<file path="src/rtl/quad_or.sv">
// quad_or: WIDTH-lane bitwise OR with a combinational result (y) and a
// load-captured registered copy (y_q, q_valid). Synchronous active-low reset.
// Optional status outputs (any_q, all_q, ones_q) are enabled by defining
// QUAD_OR_STATUS_EN; they are registered from the same next-state value as y_q.

module quad_or_lane (
    input  logic i_a,
    input  logic i_b,
    output logic o_y
);
    // Single OR lane; an X on either input stays confined to this lane.
    assign o_y = i_a | i_b;
endmodule

module quad_or #(
    parameter int WIDTH = 4
) (
    input  logic                         clk,
    input  logic                         rst_n,
    input  logic [WIDTH-1:0]             a,
    input  logic [WIDTH-1:0]             b,
    input  logic                         load,
    output logic [WIDTH-1:0]             y,
    output logic [WIDTH-1:0]             y_q,
    output logic                         q_valid
`ifdef QUAD_OR_STATUS_EN
    ,
    output logic                         any_q,
    output logic                         all_q,
    output logic [$clog2(WIDTH+1)-1:0]   ones_q
`endif
);
    localparam int ONES_W = $clog2(WIDTH + 1);

    logic [WIDTH-1:0] w_or;
    logic [WIDTH-1:0] r_y_q;
    logic             r_valid;

    // One independent OR cell per lane; no cross-lane logic anywhere.
    for (genvar i = 0; i < WIDTH; i++) begin : g_lane
        quad_or_lane u_lane (
            .i_a (a[i]),
            .i_b (b[i]),
            .o_y (w_or[i])
        );
    end

    assign y       = w_or;
    assign y_q     = r_y_q;
    assign q_valid = r_valid;

    // Capture register: reset wins over load, otherwise hold.
    always_ff @(posedge clk) begin
        if (!rst_n) begin
            r_y_q   <= '0;
            r_valid <= 1'b0;
        end else if (load) begin
            r_y_q   <= w_or;
            r_valid <= 1'b1;
        end
    end

`ifdef QUAD_OR_STATUS_EN
    logic [ONES_W-1:0] w_ones_nxt;
    logic              r_any;
    logic              r_all;
    logic [ONES_W-1:0] r_ones;

    // Population count of the value about to be captured.
    always_comb begin
        w_ones_nxt = '0;
        for (int i = 0; i < WIDTH; i++)
            w_ones_nxt = w_ones_nxt + ONES_W'(w_or[i]);
    end

    // Status registered from the same next-state as y_q so it is never a cycle behind.
    always_ff @(posedge clk) begin
        if (!rst_n) begin
            r_any  <= 1'b0;
            r_all  <= 1'b0;
            r_ones <= '0;
        end else if (load) begin
            r_any  <= |w_or;
            r_all  <= &w_or;
            r_ones <= w_ones_nxt;
        end
    end

    assign any_q  = r_any;
    assign all_q  = r_all;
    assign ones_q = r_ones;
`endif

endmodule

</file>
<file path="config.mk">
export PLATFORM = sky130hd
export DESIGN_NAME = quad_or
export DESIGN_NICKNAME = d
export VERILOG_FILES = /design/src/rtl/quad_or.sv
export SDC_FILE = /design/constraint.sdc
export NUM_CORES = 1
export LEC_CHECK = 0
export ABC_AREA = 1
export CAP_MARGIN = 10
export CORE_AREA = 2 2 39 41
export CTS_CLUSTER_DIAMETER = 60
export DETAILED_ROUTE_END_ITERATION = 16
export DIE_AREA = 0 0 41 43
export GPL_TIMING_DRIVEN = 0
export PLACE_DENSITY = 0.55
export RECOVER_POWER = 50
export SLEW_MARGIN = 25
export SYNTH_ARGS = -nofsm -noshare
export SYNTH_HDL_FRONTEND = slang
export SYNTH_SLANG_ARGS = --single-unit
</file>
<file path="constraint.sdc">
create_clock -name clk -period 0.8 [get_ports clk]
set_input_delay 0.24 -clock clk [delete_from_list [all_inputs] [get_ports clk]]
set_output_delay 0.24 -clock clk [all_outputs]
set_load 0.1 [all_outputs]
</file>
==> results of run 1 <==
[placed cells by master, fill, tap and decap left out]
cell,instances
o21a_1,1
nor2_1,8
dlygate4sd2_1,2
inv_1,1
o21ai_0,4
buf_12,9
buf_6,8
buf_4,6
nand2_2,1
nand2_4,3
dfxtp_4,5
inv_4,6
clkbuf_1,1
inv_2,2
clkbuf_4,3
[cell families after synthesis]
group                  Yosys count
DFF                              5
AOI/OAI and AO/OA                5
and+or+nand+nor                 12
buffers and inverters           13
[where the power goes]
part | total (mW) | leakage, nW | internal, mW | switching [mW]
Clock | 0.297 | 0.0150 | 0.189 | 0.108
Sequential | 0.285 | 0.0445 | 0.267 | 0.0182
Combinational | 0.485 | 0.257 | 0.197 | 0.288
[cell usage after synthesis]
library cell / number / share of area, %
nand2_1: 4 / 6.3
o21ai_0: 4 / 8.5
buf_4: 4 / 13
inv_1: 9 / 14
o21a_1: 1 / 3.2
nor2_1: 8 / 13
dfxtp_1: 5 / 42
[final cells by class]
type | instances | share of cell area (%)
clock buffers | 4 | 4.08
inverters | 9 | 7.57
well taps | 16 | 3.11
flip-flops and latches | 5 | 18.4
repair buffers | 25 | 51.7
multi-input cells | 17 | 15.1
[registers in the layout, indices dropped and copies added, names as in the netlist]
name / flops
q_valid: 1
y_q: 4
[per-stage QoR]
| step | worst slack (ns) | TNS, ns | power (mW) | cell area, µm² |
|---|---|---|---|---|
| after floorplan | 0.00449 | 0 | 0.562 | 285 |
| after global placement | -1.49 | -12.23 | 0.671 | 495 |
| after detailed placement | -1.49 | -12.25 | 0.674 | 495 |
| after CTS | -0.215 | -1.23 | 1.06 | 614 |
| after global routing | -0.242 | -1.37 | 1.15 | 644 |
| final | -0.206 | -1.14 | 1.07 | 644 |
[final timing paths]
path | start | to | slack (ns) | cells past startpoint
hold reg to reg | q_valid | q_valid | 0.49 | 1
hold / removal | b[2] | y_q[2] | 0.38 | 6
setup reg to reg | y_q[2] | y_q[2] | 0.14 | 2
setup / recovery | y_q[3] | y_q[3] | -0.21 | 1
[layer usage]
layer	share of wire, %	up-vias
li1	-	147
met3	10	2
met5	0	-
met4	1.3	0
met1	31	129
met2	58	12
[repair_timing]
item	CTS	global route
pin swaps	4	2
buffers inserted	6	0
resized for setup	127	9
endpoints found under the setup margin	13	10
==> flow_summary.yaml, run 1 <==
run_status:
  status: "complete, but fails checks"
  failed_checks: "setup timing"
sta:
  period_needed_ns: 1.01
  post-route-period-util_pct: 126
  max_slew_margin_pct: 88.0
  setup_viol: 9
  tightest_slew_ns: 0.181
  hold_slack_ns: 0.376
  report.final.slew_viol_count: 0
  rsz0062_at_grt: "yes"
  hold_violations: 0
  max_clock_freq_ghz: 0.994
  skew_ns: 0
  setup_slack_ns: -0.206
yosys:
  synth_compound_area_share_pct: 11.6
  yosys.area_share.simple_pct: 19.0
  synth_top_family_by_area: "buffers and inverters"
  syn_inst: 35
  ys_seq_area_share_pct: 42.3
  synth-adder-area-share_pct: 0
  ys_warn_count: 0
  synthesis.nets: 46
  synthMuxAreaShare_pct: 0
  syn_area_um2: 236
  synth_xor_area_share_pct: 0
  syn_avg_cell_area_um2: 6.76
  synthDistinctLibCells: 7
  synth_seq_cells: 5
setup_path:
  critical-path-top-delay-family: "flip-flops"
  crit_chain: "buf_12"
  end_kind: "output pin"
  required_ns: 0.56
  path_class: "reg2out"
  arrival_ns: 0.77
  start_kind: "flop"
  max_stage_delay_ns: 0.35
  cp_slowest_cell: "dfxtp_4"
  critical_path_buf_inv_count: 1
  critPathMaxFanout: 2
routing:
  drt-pass1-iter-count: 2
  drc: 0
  vias: 290
  via_per_inst: 3.82
  wl_um: 678
  drt-initial-drc-count: 1
  wire_per_inst_um: 8.92
  ant_nets: 0
global_route:
  grt-ovfl-total: 0
  antenna_found_initial: 0
  grt_use_met1_pct: 10.6
  grt_max_degree: 7
  first_global_vias: 282
  grt_util_met2_pct: 15.9
  use_met3_pct: 9.42
  gr-usage-all-layers_pct: 10.9
  grt.busiest_layer: "met2"
  grt_pass1_wl_um: 1180
clock_tree:
  cts-root-buf: "clkbuf_4"
  cts_hold_buffers: 0
  tritoncts: "built"
  clock_latency_ns: 0.25
  cts.sinks: 5
  cts_buffers: 3
  ctsHtreeMaxLevel: 1
  clkTransAtPathRegs_ns: 0.04
  clock_path_buffers: 2
place:
  dp_cells: 70
  portBuffers: 19
  dp_hpwl_um: 442
  gp_congestion: 0.613
job:
  drv_cap: 0
die:
  die_w_um: 41
  die_h_um: 43
  core_area_um2: 1380
  fp.dieArea_um2: 1760
  ioPinCount: 20
  initial_core_util_pct: 17.1
  row_count: 14
layout:
  antenna_cells: 0
  area_growth_pct: 172
  drive_gt1_share_pct: 71.7
  multi_input_area_um2: 97.6
  regArea_um2: 119
  n_fill_cell: 139
  finalCoreUtilization_pct: 46.6
  nets: 72
  fin_cells: 76
pwr:
  power.leakage_nw: 0.317
  power_per_cell_area_nw_per_um2: 1660
  ir_drop_mv: 0.993
worst_hold_path:
  min_path_type: "in2reg"
No activity file was read; power rests on OpenSTA's default activity.
==> run 2: changes to the inputs <==
--- a/config.mk
+++ b/config.mk
@@ -12,7 +12,7 @@
 export DETAILED_ROUTE_END_ITERATION = 16
 export DIE_AREA = 0 0 41 43
 export GPL_TIMING_DRIVEN = 0
-export PLACE_DENSITY = 0.55
+export PLACE_DENSITY = 0.53
 export RECOVER_POWER = 50
 export SLEW_MARGIN = 25
 export SYNTH_ARGS = -nofsm -noshare
==> constraint.sdc (replaced) <==
create_clock -name clk -period 0.94 [get_ports clk]
set_input_delay 0.282 -clock clk [delete_from_list [all_inputs] [get_ports clk]]
set_output_delay 0.282 -clock clk [all_outputs]
set_load 0.1 [all_outputs]
==> run 2 against run 1 <==
  * The run still ends with setup timing left
  * First-iteration DRC count fell by 100%
  * Die area did not move
  * Hold slack improved by 0.041 ns
  * Via count rose by 6.9%
  * Highest routed layer is now met3
==> flow_summary.yaml, run 2 (synthesis results as in run 1) <==
run_status:
  status: "complete, but fails checks"
  failed_checks: "setup timing"
layout:
  final_common_cell: "buf_6"
  most-common-layout-cells: "12 x buf_6, 9 x buf_12, 7 x nor2_1"
  area_growth_pct: 181
  largest_reg_flops: 4
  final_area_um2: 666
  antenna_cells: 0
  drive_gt1_share_pct: 75.0
  finalCoreUtilization_pct: 48.1
  nets: 76
place:
  placed_area_um2: 453
  gp_congestion: 0.566
  pre_cts_slack_ns: -1.41
  dp_hpwl_um: 426
  portBuffers: 19
clock_tree:
  ctsHtreeMaxLevel: 1
  tritoncts: "built"
  cts_hold_buffers: 0
  clock_path_buffers: 2
  cts-root-buf: "clkbuf_4"
  cts_buffers: 3
  clkTransAtPathRegs_ns: 0.04
  clock_latency_ns: 0.24
  cts.sinks: 5
pwr:
  switching_share_pct: 37.5
  p_int_mw: 0.574
  seqPwrFrac_pct: 27.0
  power_per_cell_area_nw_per_um2: 1380
  comb_power_share_pct: 46.2
  switchingPower_mw: 0.345
  ir_drop_mv: 0.721
  clkPwrFrac_pct: 26.7
  power.leakage_nw: 0.333
sta:
  post-route-period-util_pct: 111
  tightest_slew_ns: 0.189
  rsz0062_at_grt: "yes"
  report.final.slew_viol_count: 0
  setup_viol: 7
  fin_tns_setup_ns: -0.653
  setup_slack_ns: -0.100
  skew_ns: 0
  hold_violations: 0
  max_clock_freq_ghz: 0.961
  period_needed_ns: 1.04
  max_slew_margin_pct: 87.4
die:
  initial_core_util_pct: 17.1
  die_w_um: 41
  core_area_um2: 1380
  ioPinCount: 20
  die_h_um: 43
  row_count: 14
  fp.dieArea_um2: 1760
routing:
  wl_um: 627
  drt-pass1-iter-count: 1
  drt-initial-drc-count: 0
  via_per_inst: 3.88
  wire_per_inst_um: 7.84
  drc: 0
  vias: 310
  ant_nets: 0
setup_path:
  max_stage_delay_ns: 0.34
  cp_slowest_cell: "dfxtp_2"
  crit_chain: "buf_12"
  start_kind: "flop"
  path_class: "reg2out"
  critical-path-top-delay-family: "flip-flops"
  arrival_ns: 0.76
  critical_path_buf_inv_count: 1
  end_kind: "output pin"
  required_ns: 0.66
  critPathMaxFanout: 2
global_route:
  antenna_found_initial: 0
  gr-usage-all-layers_pct: 9.53
  grt-ovfl-total: 0
  first_global_vias: 307
  grt_max_degree: 7
  grt_pass1_wl_um: 1080
job:
  drv_cap: 0
worst_hold_path:
  min_path_type: "in2reg"
[run 2: worst paths after layout]
kind | startpoint | to | slack [ns] | cells after the start
max | q_valid | q_valid | -0.10 | 1
min | b[0] | y_q[0] | 0.42 | 6
max reg2reg | y_q[3] | y_q[3] | 0.29 | 2
min reg2reg | q_valid | q_valid | 0.49 | 1
[run 2: per-stage QoR]
stage          power (mW)  hold slack (ns)  std cells
5_1_grt             0.961            0.459         80
3_3_place_gp        0.562            0.441         70
4_1_cts             0.939            0.406         84
3_5_place_dp        0.564            0.453         70
2_1_floorplan       0.468            0.392         35
6_report            0.919            0.417         80
[run 2: per-layer routing]
layer  share of wire, %  track usage, %
met1                 33            9.29
met2                 55            14.7
met3                 12            6.81
met4                  0            4.00
met5                  0               0
[run 2: timing repair]
| action | 4_1_cts | 5_1_grt |
|---|---|---|
| hold endpoints to repair | 0 | 0 |
| setup buffers | 10 | 0 |
| gates resized for setup | 130 | 7 |
| setup endpoints to repair | 13 | 11 |
| pin swaps | 4 | 8 |
[run 2: cell type report]
type	count	area, µm²
Fill cell	133	718
Timing Repair Buffer	27	357
Sequential cell	5	106
Buffer	2	22.5
Multi-Input combinational cell	17	95.1
Tap cell	16	20.0
Inverter	9	38.8
Clock buffer	4	26.3
[run 2: power by group through the flow]
stage	Combinational (mW)	Clock, mW	Sequential, mW
2_1_floorplan	0.108	0	0.360
6_report	0.425	0.246	0.248
5_1_grt	0.443	0.269	0.250
3_5_place_dp	0.321	0	0.243
3_3_place_gp	0.320	0	0.243
4_1_cts	0.430	0.260	0.249
